--- config.mk ---
export PLATFORM = sky130hd
export DESIGN_NAME = booth_seq_mult
export DESIGN_NICKNAME = d
export VERILOG_FILES = /design/src/rtl/booth_seq_mult.sv
export SDC_FILE = /design/constraint.sdc
export NUM_CORES = 1
export LEC_CHECK = 0
export CORE_UTILIZATION = 48
export DETAILED_ROUTE_END_ITERATION = 8
export PLACE_DENSITY = 0.69
export RECOVER_POWER = 100
export SLEW_MARGIN = 20
export SYNTH_ARGS = -nofsm -noshare
export SYNTH_HDL_FRONTEND = slang
export SYNTH_SLANG_ARGS = --single-unit
--- constraint.sdc ---
create_clock -name clk -period 8.05 [get_ports clk]
set_input_delay 1.61 -clock clk [delete_from_list [all_inputs] [get_ports clk]]
set_output_delay 1.61 -clock clk [all_outputs]
set_load 0.05 [all_outputs]
--- src/rtl/booth_seq_mult.sv ---
// Sequential radix-4 Booth multiplier, one triplet per cycle.
// Optional early termination: define BOOTH_EARLY_TERM_EN.

module booth_encoder (
  input  logic [2:0] triplet,
  output logic       inv,
  output logic [1:0] shift
);

  always_comb begin
    inv   = 1'b0;
    shift = 2'b00;
    unique case (triplet)
      3'b000: begin inv = 1'b0; shift = 2'b00; end
      3'b001: begin inv = 1'b0; shift = 2'b01; end
      3'b010: begin inv = 1'b0; shift = 2'b01; end
      3'b011: begin inv = 1'b0; shift = 2'b10; end
      3'b100: begin inv = 1'b1; shift = 2'b10; end
      3'b101: begin inv = 1'b1; shift = 2'b01; end
      3'b110: begin inv = 1'b1; shift = 2'b01; end
      3'b111: begin inv = 1'b0; shift = 2'b00; end
    endcase
  end

endmodule

module booth_seq_mult #(
  parameter int WIDTH = 16
) (
  input  logic               clk,
  input  logic               rst_n,
  input  logic               start,
  input  logic [WIDTH-1:0]   multiplicand,
  input  logic [WIDTH-1:0]   multiplier,
  output logic               busy,
  output logic               done,
  output logic [2*WIDTH-1:0] product
);

  localparam int N  = WIDTH / 2;
  localparam int CW = $clog2(N);
  localparam int PW = 2 * WIDTH;

  typedef enum logic [1:0] {
    IDLE,
    RUN,
    DONE
  } state_t;

  state_t         r_state;
  logic [PW-1:0]  r_mcand;
  logic [WIDTH:0] r_mplier;
  logic [PW-1:0]  r_acc;
  logic [PW-1:0]  r_product;
  logic [CW-1:0]  r_cnt;
  logic           r_busy;
  logic           r_done;

  logic           w_inv;
  logic [1:0]     w_shift;
  logic [PW-1:0]  w_sel;
  logic [PW-1:0]  w_pp;
  logic [PW-1:0]  w_acc_next;
  logic           w_cnt_last;
  logic           w_last;
  logic           w_accept;

  booth_encoder u_enc (
    .triplet (r_mplier[2:0]),
    .inv     (w_inv),
    .shift   (w_shift)
  );

  always_comb begin
    w_sel = '0;
    case (w_shift)
      2'b01:   w_sel = r_mcand;
      2'b10:   w_sel = r_mcand << 1;
      default: w_sel = '0;
    endcase
  end

  assign w_pp       = w_inv ? (~w_sel + PW'(1)) : w_sel;
  assign w_acc_next = r_acc + w_pp;
  assign w_cnt_last = (r_cnt == CW'(N - 1));

`ifdef BOOTH_EARLY_TERM_EN
  // Bits [W:2] hold the processed triplet's top bit plus the
  // unprocessed bits; uniform means every later triplet is zero.
  logic w_rest_eq;
  assign w_rest_eq = (&r_mplier[WIDTH:2]) |
                     (~|r_mplier[WIDTH:2]);
  assign w_last    = w_cnt_last | w_rest_eq;
`else
  assign w_last    = w_cnt_last;
`endif

  assign w_accept = start &&
                    ((r_state == IDLE) || (r_state == DONE));

  always_ff @(posedge clk or negedge rst_n) begin
    if (!rst_n) begin
      r_state   <= IDLE;
      r_mcand   <= '0;
      r_mplier  <= '0;
      r_acc     <= '0;
      r_product <= '0;
      r_cnt     <= '0;
      r_busy    <= 1'b0;
      r_done    <= 1'b0;
    end else begin
      unique case (r_state)
        IDLE, DONE: begin
          if (w_accept) begin
            r_mcand  <= {{WIDTH{multiplicand[WIDTH-1]}},
                         multiplicand};
            r_mplier <= {multiplier, 1'b0};
            r_acc    <= '0;
            r_cnt    <= '0;
            r_state  <= RUN;
            r_busy   <= 1'b1;
            r_done   <= 1'b0;
          end else begin
            r_state  <= IDLE;
            r_busy   <= 1'b0;
            r_done   <= 1'b0;
          end
        end
        RUN: begin
          r_acc    <= w_acc_next;
          r_mcand  <= r_mcand << 2;
          r_mplier <= {{2{r_mplier[WIDTH]}},
                       r_mplier[WIDTH:2]};
          r_cnt    <= r_cnt + CW'(1);
          if (w_last) begin
            r_product <= w_acc_next;
            r_state   <= DONE;
            r_busy    <= 1'b0;
            r_done    <= 1'b1;
          end
        end
        default: begin
          r_state <= IDLE;
          r_busy  <= 1'b0;
          r_done  <= 1'b0;
        end
      endcase
    end
  end

  assign busy    = r_busy;
  assign done    = r_done;
  assign product = r_product;

endmodule

Word level (Yosys, flattened, before mapping)
Memories as Yosys holds them, arrays and structs flattened. Cells that the tools add are included.

Register bits after elaboration: 120. Bits in read-only memories: 24. Memories: 1. Output and inout bits: 34. Input bits: 35.

Mux-type cells: 18. Equal/unequal tests: 7. Add/subtract/negate cells: 3. Bitwise logic cells: 2. Reductions and logical operators: 8.

Memory list: (no name shown) (depth 8, bits a word 3, read ports 1, clocked after memory_dff 0, wr ports 0, RTL line 13) `unique case (triplet)`.

Operator list (count): $pmux 32 s2 (3); $mux 32 (3); $pmux 17 s2 (1); $add 32x1->32 const B (1); $add 32x32->32 (1); $not 32->32 (1); $mux 17 (1); $pmux 3 s2 (1); $mux 1 (5); $eq 2x1->1 const B (2); $eq 2x2->1 const B (2); $ne 2x2->1 const B (2); $pmux 2 s2 (1); $reduce_and 2->1 (2); $add 3x1->3 const B (1); $eq 3x3->1 const B (1); $mux 3 (1); $reduce_and 3->1 (1); $logic_not 2->1 (1); $mux 2 (1); $pmux 1 s2 (1); $reduce_bool 2->1 (1); $reduce_or 2->1 (1); $logic_and 1x1->1 (1); other kinds (2) (2).

Logic depth before layout (Yosys ltp)
Gate-level depths: netlist of run 1. An unclocked memory read counts as a cell.

Word-level depth: 8. Mapped depth: 29. Gate-level depth less buffers: 25.

By module
A second synthesis of run 1 with hierarchy kept.

Cells, all modules: 855. Area, all modules: 7546.0 um^2.

Modules (own cells, without submodules): booth_seq_mult (cells an instance 848, sequential area each 2952.8 um^2, area each 7488.4 um^2, times used 1); booth_encoder (cells an instance 7, sequential area each 0.0 um^2, area each 57.6 um^2, times used 1).

Worst setup path after synthesis of run 1
Ideal clock, no wire load.

Kind: flip-flop to flip-flop. From: register r_mplier[0]. To: register r_acc[31]. Stages on the path, launching flop included: 29. Setup slack: 2.340 ns. Setup time: 0.082 ns. Arrival: 5.628 ns. Cells stage by stage: dfrtp_1 -> inv_1 -> ha_1 -> mux2_2 -> ha_1 -> buf_2 -> nor2b_1 -> buf_2 -> clkbuf_1 -> buf_1 -> a22oi_1 -> ha_1 -> o21ai_1 -> nor4_4 -> nand3_1 -> nor4_2 -> and3_1 -> nor2_1 -> xnor2_1 -> ha_1 -> a21o_1 -> or4b_2 -> o21ai_0 -> o21ai_1 -> a211oi_1 -> nor2_1 -> xor2_1 -> or2_1 -> a31oi_1.

Cells in the longest elaborated chain, start to end: 8. Elaborated cells on any way between the ends: 9. Classes of those cells: add/sub (2); eq/ne (2); mux (3); bitwise (1); memory (1).

Ends and longest elaborated chain: from (decl) (RTL line 52) `logic [WIDTH:0] r_mplier;`; from (signal assigned) (RTL line 117) `r_mplier <= {multiplier, 1'b0};`; from (signal assigned) (RTL line 132) `r_mplier <= {{2{r_mplier[WIDTH]}},`; $mem_v2 8x3 (*); $eq 2x2->1 / $eq 2x1->1 (equally long branches) (RTL line 76) `case (w_shift)`; $pmux 32 s2 (RTL line 76); $not 32->32 (RTL line 83) `assign w_pp = w_inv ? (~w_sel + PW'(1)) : w_sel;`; $add 32x1->32 (RTL line 83); $mux 32 (*) (RTL line 83); $add 32x32->32 (*) (RTL line 84) `assign w_acc_next = r_acc + w_pp;`; $pmux 32 s2 (*) (RTL line 112) `unique case (r_state)`; to (signal assigned) (RTL line 130) `r_acc <= w_acc_next;`; to (decl) (RTL line 53) `logic [PW-1:0] r_acc;`.

Mark *: on every way between the ends. The rest lies on a longest branch, timed or not. A chain may end at the register's enable or synchronous reset.

Final worst setup path of run 1
From: register r_mplier[0]. To: register r_product[31], in the netlist product[31].

Cells in the longest elaborated chain, start to end: 7. Elaborated cells on any way between the ends: 8. Classes of those cells: add/sub (2); eq/ne (2); mux (2); bitwise (1); memory (1).

Ends and longest elaborated chain: $mem_v2 8x3 (*); $eq 2x2->1 / $eq 2x1->1 (equally long branches) (RTL line 76); $pmux 32 s2 (RTL line 76); $not 32->32 (RTL line 83); $add 32x1->32 (RTL line 83); $mux 32 (*) (RTL line 83); $add 32x32->32 (*) (RTL line 84); to (signal assigned) (RTL line 136) `r_product <= w_acc_next;`; to (decl) (RTL line 54) `logic [PW-1:0] r_product;`.

Marked as above.

==> results of run 1 <==
## state kept, by name, summed over array words and instances (netlist names)
register / cells
r_cnt: 3
product: 32
r_mcand: 32
busy: 1
done: 1
r_acc: 32
r_mplier: 17
## placed cells by master, fill, tap and decap left out, drive strengths merged, types with 6 or more instances in the layout
| cell type | instances |
|---|---|
| a21o | 19 |
| a21oi | 41 |
| a221o | 17 |
| a22o | 8 |
| a22oi | 32 |
| a31oi | 15 |
| clkbuf | 26 |
| clkdlybuf4s50 | 32 |
| clkinv | 6 |
| dfrtp | 118 |
| dlygate4sd3 | 35 |
| ha | 42 |
| inv | 15 |
| nand2 | 95 |
| nand2b | 9 |
| nor2 | 97 |
| nor2b | 8 |
| o21ai | 103 |
| o22ai | 31 |
| xnor2 | 34 |
| xor2 | 23 |
## area by class of cell
cell class / count / area (µm²)
Clock inverter: 10 / 127.6
Clock buffer: 22 / 464.2
Multi-Input combinational cell: 646 / 4105
Sequential cell: 118 / 2953
Fill cell: 1284 / 6102
Tap cell: 184 / 230.2
Timing Repair Buffer: 75 / 715.7
Inverter: 15 / 56.30
## worst max-delay path by stage
stage                     slack, ns          end   startpoint  depth (start not counted)
final                          1.32  product[31]  r_mplier[0]                         25
after global routing           0.63  product[31]  r_mplier[0]                         25
after CTS                      1.77    r_acc[31]  r_mplier[0]                         25
after detailed placement       1.77    r_acc[31]  r_mplier[0]                         25
after global placement         2.10    r_acc[31]  r_mplier[0]                         25
after floorplan                2.34    r_acc[31]  r_mplier[0]                         28
## kinds of logic after synthesis
| group | share of synthesized area, % |
|---|---|
| AO/OA/AOI/OAI | 25.57 |
| AND/OR/NAND/NOR | 15.32 |
| flip-flops | 40.22 |
| buffers and inverters | 3.920 |
| XOR/XNOR | 6.801 |
| adder cells (fa/ha/maj) | 7.431 |
| multiplexers | 0.7329 |
## layer usage
layer | GRT usage, % | wire length, µm | share of wire (%)
met1 | 33.50 | 8560 | 46
met2 | 39.71 | 8434 | 45
met3 | 5.225 | 967 | 5.2
met4 | 12.41 | 586 | 3.2
met5 | 0 | 0 | 0
## stage by stage
step / util, % / instance area, µm²
floorplan: - / 7341
global placement: 54.80 / 8085
detailed placement: 54.80 / 8085
CTS: 58.81 / 8677
global route: 58.64 / 8652
finish: 58.64 / 8652
## worst register-to-register path: stages (launching register included)
cell      delay, ns
dfrtp_1        0.38
inv_1          0.07
ha_1           0.19
mux2_1         0.32
ha_1           0.66
nor2b_1        0.10
clkbuf_1       0.46
a22oi_1        0.39
ha_1           0.22
o21ai_1        0.15
nor4_4         0.30
nand3_1        0.21
nor4_2         0.37
and3_1         0.23
nor2_1         0.05
xnor2_1        0.17
ha_1           0.36
a21o_1         0.23
or4b_2         0.61
o21ai_0        0.13
o21ai_0        0.11
a211oi_1       0.24
nor2_1         0.10
xor2_1         0.25
xnor2_1        0.16
o21ai_0        0.09
==> metrics.yaml, run 1 <==
status: "finished with violations"
violations: "DRC, capacitance limit, slew limit"
fin_crit_sh_pct: 83.63
critPathKind: "register to register"
timing.setup.tns_ns: 0
netlist_top_cells_count: "dfrtp_1, nor2_1, o21ai_0, nand2_1, ha_1"
slowest_stage: "ha_1"
end_kind: "register"
routed-via-count: 6355
cp.required_ns: 8.28
post-cts-setup-buffer-count: 0
n_antenna_cell: 0
rrSetupSlack_ns: 1.32
ys_seq_area_share_pct: 40.22
place_inst: 1038
final_cells: 1070
dr.pass1.iters: 8
crit_path_start_kind: "register"
initial_utilization_pct: 49.75
routed_via_density: 5.939
dieArea_mm2: 0.01579
nets: 951
synth_warnings: 0
cpMostUsedCell: "ha_1"
setup_ws_ns: 1.318
drv_slew: 148
hold_depth: 2
core_area_mm2: 0.01475
cts_root_buf: "clkbuf_16"
min_from: "product[16]"
synth_top_area_share_pct: 40.22
skew_ns: 0.006378
cap_violations: 3
r2r_end: "product[31]"
synth-seq-cells: 118
syn_avg_cell_area_um2: 8.823
cp_top_family: "simple AND/OR/NAND/NOR gates"
layout-drive-gt1-share_pct: 5.982
pre_cts_ws_ns: 1.767
htree_levels: 4
tightest_slew_ns: 3.242
setup_viol: 0
drt_first_iter_violations: 483
clkTransAtPathRegs_ns: 0.05
synth_edf_count: 0
cts_num_sinks: 118
rsz0062_at_grt: "false"
grt_pass1_wl_um: 31280
clockBufferDepth: 2
fp.dieH_um: 125.7
yosysTopAreaCell: "dfrtp_1"
antenna_found_initial: 0
reg2reg_depth: 25
grt_start_max_net_pins: 63
drc: 7
synth_area_mm2: 0.007341
holdWs_ns: 0.4669
grt_usage_pct: 25.32
ant_nets: 0
rows: 44
slew_headroom_pct: -116.2
finalCriticalPeriod_ns: 6.732
place_congestion: 0.8828
num_io_pins: 69
arrival_ns: 6.96
cts_made_buffers: 17
fp.dieW_um: 125.7
place_hpwl_um: 13280
synth_ff_type: "dfrtp_1"
hold_path.class: "register to register"
cts_hold_buf: 0
drt-total-wl_um: 18550
fmax_mhz: 148.5
clk_latency_ns: 0.42
path_max_fanout: 28
synth.distinct_cells: 61
wire_per_inst_um: 17.33
slowest_delay_ns: 0.66
area_growth_pct: 17.86
cts_resized: 0
async_flop_share_pct: 100.0
synth_most_common_cell: "dfrtp_1"
grt.overflow.total: 0
synthTopCellsByArea: "dfrtp_1, ha_1, o21ai_0, nor2_1, nand2_1"
grt_pass1_vias: 6214
cts_tree: "built"
timing.rr.start: "r_mplier[0]"
min_to: "product[16]"
portBuffers: 68
path_buf_inv: 2
syn-num-nets: 910
syn_inst: 832
final_hold_viol_count: 0
Power of run 1 is not shown: default switching activity piles up to over one toggle a cycle in this logic, so the estimate is an artifact.
==> run 2, diff against run 1 <==
Clock period 8.05 ns to 7 ns, I/O delays scaled along.
==> metrics.yaml, run 2 (synthesis gave the netlist of run 1 again) <==
use_met3_pct: 4.673  # -0.55 points
routed-via-count: 6320  # -0.55%
clk_latency_ns: 0.43  # about the same
cp_top_family: "simple AND/OR/NAND/NOR gates"
n_antenna_cell: 0  # unchanged
tightest_slew_ns: 3.291  # +0.04907 ns
timing.setup.tns_ns: 0  # unchanged
cpMostUsedCell: "ha_1"
cts_tree: "built"
htree_levels: 4  # unchanged
cts_made_buffers: 17  # unchanged
path_max_fanout: 21  # -25%
final_hold_viol_count: 0  # unchanged
grt_usage_pct: 24.89  # -0.43 points
setup_viol: 0  # unchanged
post-cts-setup-buffer-count: 0  # unchanged
cts_resized: 0  # unchanged
path_buf_inv: 1  # -1
rows: 44  # unchanged
clockBufferDepth: 2  # unchanged
fp.dieW_um: 125.7  # unchanged
busiest_layer: "met2"
grt_pass1_wl_um: 31020  # -0.82%
routed_via_density: 5.907  # -0.55%
clkTransAtPathRegs_ns: 0.06  # about the same
layout_common_cells: "dfrtp_1, o21ai_0, nor2_1, nand2_1, ha_1"
slowest_stage: "ha_1"
setup.worst_path.start: "r_mplier[0]"
cts_num_sinks: 118  # unchanged
fmax_mhz: 157.2  # +5.8%
cp.required_ns: 7.24  # -1.04 ns
timing.rr.start: "r_mplier[0]"
rsz0062_at_grt: "false"
core_area_mm2: 0.01475  # unchanged
ant_nets: 0  # unchanged
cts_hold_buf: 0  # unchanged
crit_chain: "inv_1 > ha_1 > mux2_1 > ha_1 > nor2b_1 > a22oi_1 > ha_1 > o21ai_0 > nor4_4 > nand3_1 > nor4_2 > and3_1 > nor2_1 > xnor2_1 > ha_1 > a21o_1 > or4b_2 > o21ai_0 > o21ai_0 > a211oi_1 > nor2_1 > xor2_1 > xnor2_1 > o21ai_1"
initial_utilization_pct: 49.75  # unchanged
grt_start_max_net_pins: 63  # unchanged
cts_root_buf: "clkbuf_16"
crit_path_start_kind: "register"
place_congestion: 0.8999  # +1.9%
drv_slew: 178  # +20%
slew_headroom_pct: -119.4  # -3.3 points
nets: 951  # unchanged
use_met2_pct: 40.69  # +0.98 points
wire_per_inst_um: 17.45  # +0.65%
drc: 7  # unchanged
violations: "DRC, capacitance limit, slew limit"
fp.dieH_um: 125.7  # unchanged
num_io_pins: 69  # unchanged
min_from: "product[8]"
hold_path.class: "register to register"
dr.pass1.iters: 7  # -1
slowest_delay_ns: 0.68  # +0.02 ns
skew_ns: 0.008032  # +0.001654 ns
grt_pass1_vias: 6193  # -0.34%
area_growth_pct: 17.50
portBuffers: 68  # unchanged
antenna_found_initial: 0  # unchanged
status: "finished with violations"
gr-usage-met1_pct: 33.19  # -0.31 points
fin_crit_sh_pct: 90.87  # +7.2 points
place_hpwl_um: 13270  # about the same
arrival_ns: 6.60  # -0.36 ns
cap_violations: 4  # +1
final_common_cell: "dfrtp_1"
end_kind: "register"
finalCriticalPeriod_ns: 6.361  # -0.3712 ns
grt.overflow.total: 0  # unchanged
critPathKind: "register to register"
rrSetupSlack_ns: 0.64  # -0.68 ns
dieArea_mm2: 0.01579  # unchanged
drt-total-wl_um: 18670  # +0.65%
layout-drive-gt1-share_pct: 6.208  # +0.23 points
drt_first_iter_violations: 502  # +3.9%
run 2: cell count changes in the layout (fill, tap and decap cells not counted), moves of 2 or more:
cell | before | now
clkinv_2 | 6 | 3
clkbuf_8 | 2 | 0
clkbuf_1 | 7 | 3
clkinvlp_4 | 1 | 4
clkinv_4 | 0 | 5
run 2: worst register-to-register path: cells and delay by family, from the launching register on:
family | cells | cell delay (ns)
AO/OA/AOI/OAI | 7 | 1.29
flip-flops | 1 | 0.37
XOR/XNOR | 3 | 0.61
multiplexers | 1 | 0.32
buffers and inverters | 1 | 0.07
adder cells (fa/ha/maj) | 4 | 1.44
AND/OR/NAND/NOR | 8 | 2.07
run 2: worst paths after layout:
| kind | end | cells past startpoint |
|---|---|---|
| max | product[31] | 24 |
| min | product[8] | 2 |
| max reg2reg | product[31] | 24 |
| min reg2reg | product[8] | 2 |
| max in group asynchronous | r_mcand[25] | 2 |
| min in group asynchronous | product[9] | 1 |
run 2: final cells by class:
type / count / area, µm²
clock buffers: 17 / 425.4
well taps: 184 / 230.2
repair buffers: 75 / 716.9
multi-input cells: 646 / 4086
fillers: 1315 / 6128
inverters: 15 / 56.30
flip-flops and latches: 118 / 2953
clock inverters: 15 / 157.7
run 2: metal layers:
metal	routed length, µm	part of all wire, %	vias up
met3	796	4.3	24
met4	302	1.6	0
met2	8852	47	167
li1	-	-	3077
met1	8717	47	3052
met5	0	0	-
run 2: stage by stage:
step | setup WS, ns | util, % | instances | hold WS, ns | area [µm²]
6_report | 0.6392 | 58.46 | 1070 | 0.4720 | 8626
2_1_floorplan | 1.290 | - | 832 | 0.4463 | 7341
4_1_cts | 0.8677 | 58.75 | 1070 | 0.4832 | 8668
5_1_grt | 0.2546 | 58.46 | 1070 | 0.4954 | 8626
3_3_place_gp | 1.198 | 54.80 | 1038 | 0.4601 | 8085
3_5_place_dp | 0.9048 | 54.80 | 1038 | 0.4694 | 8085
Power of run 2 is left out for the same reason.
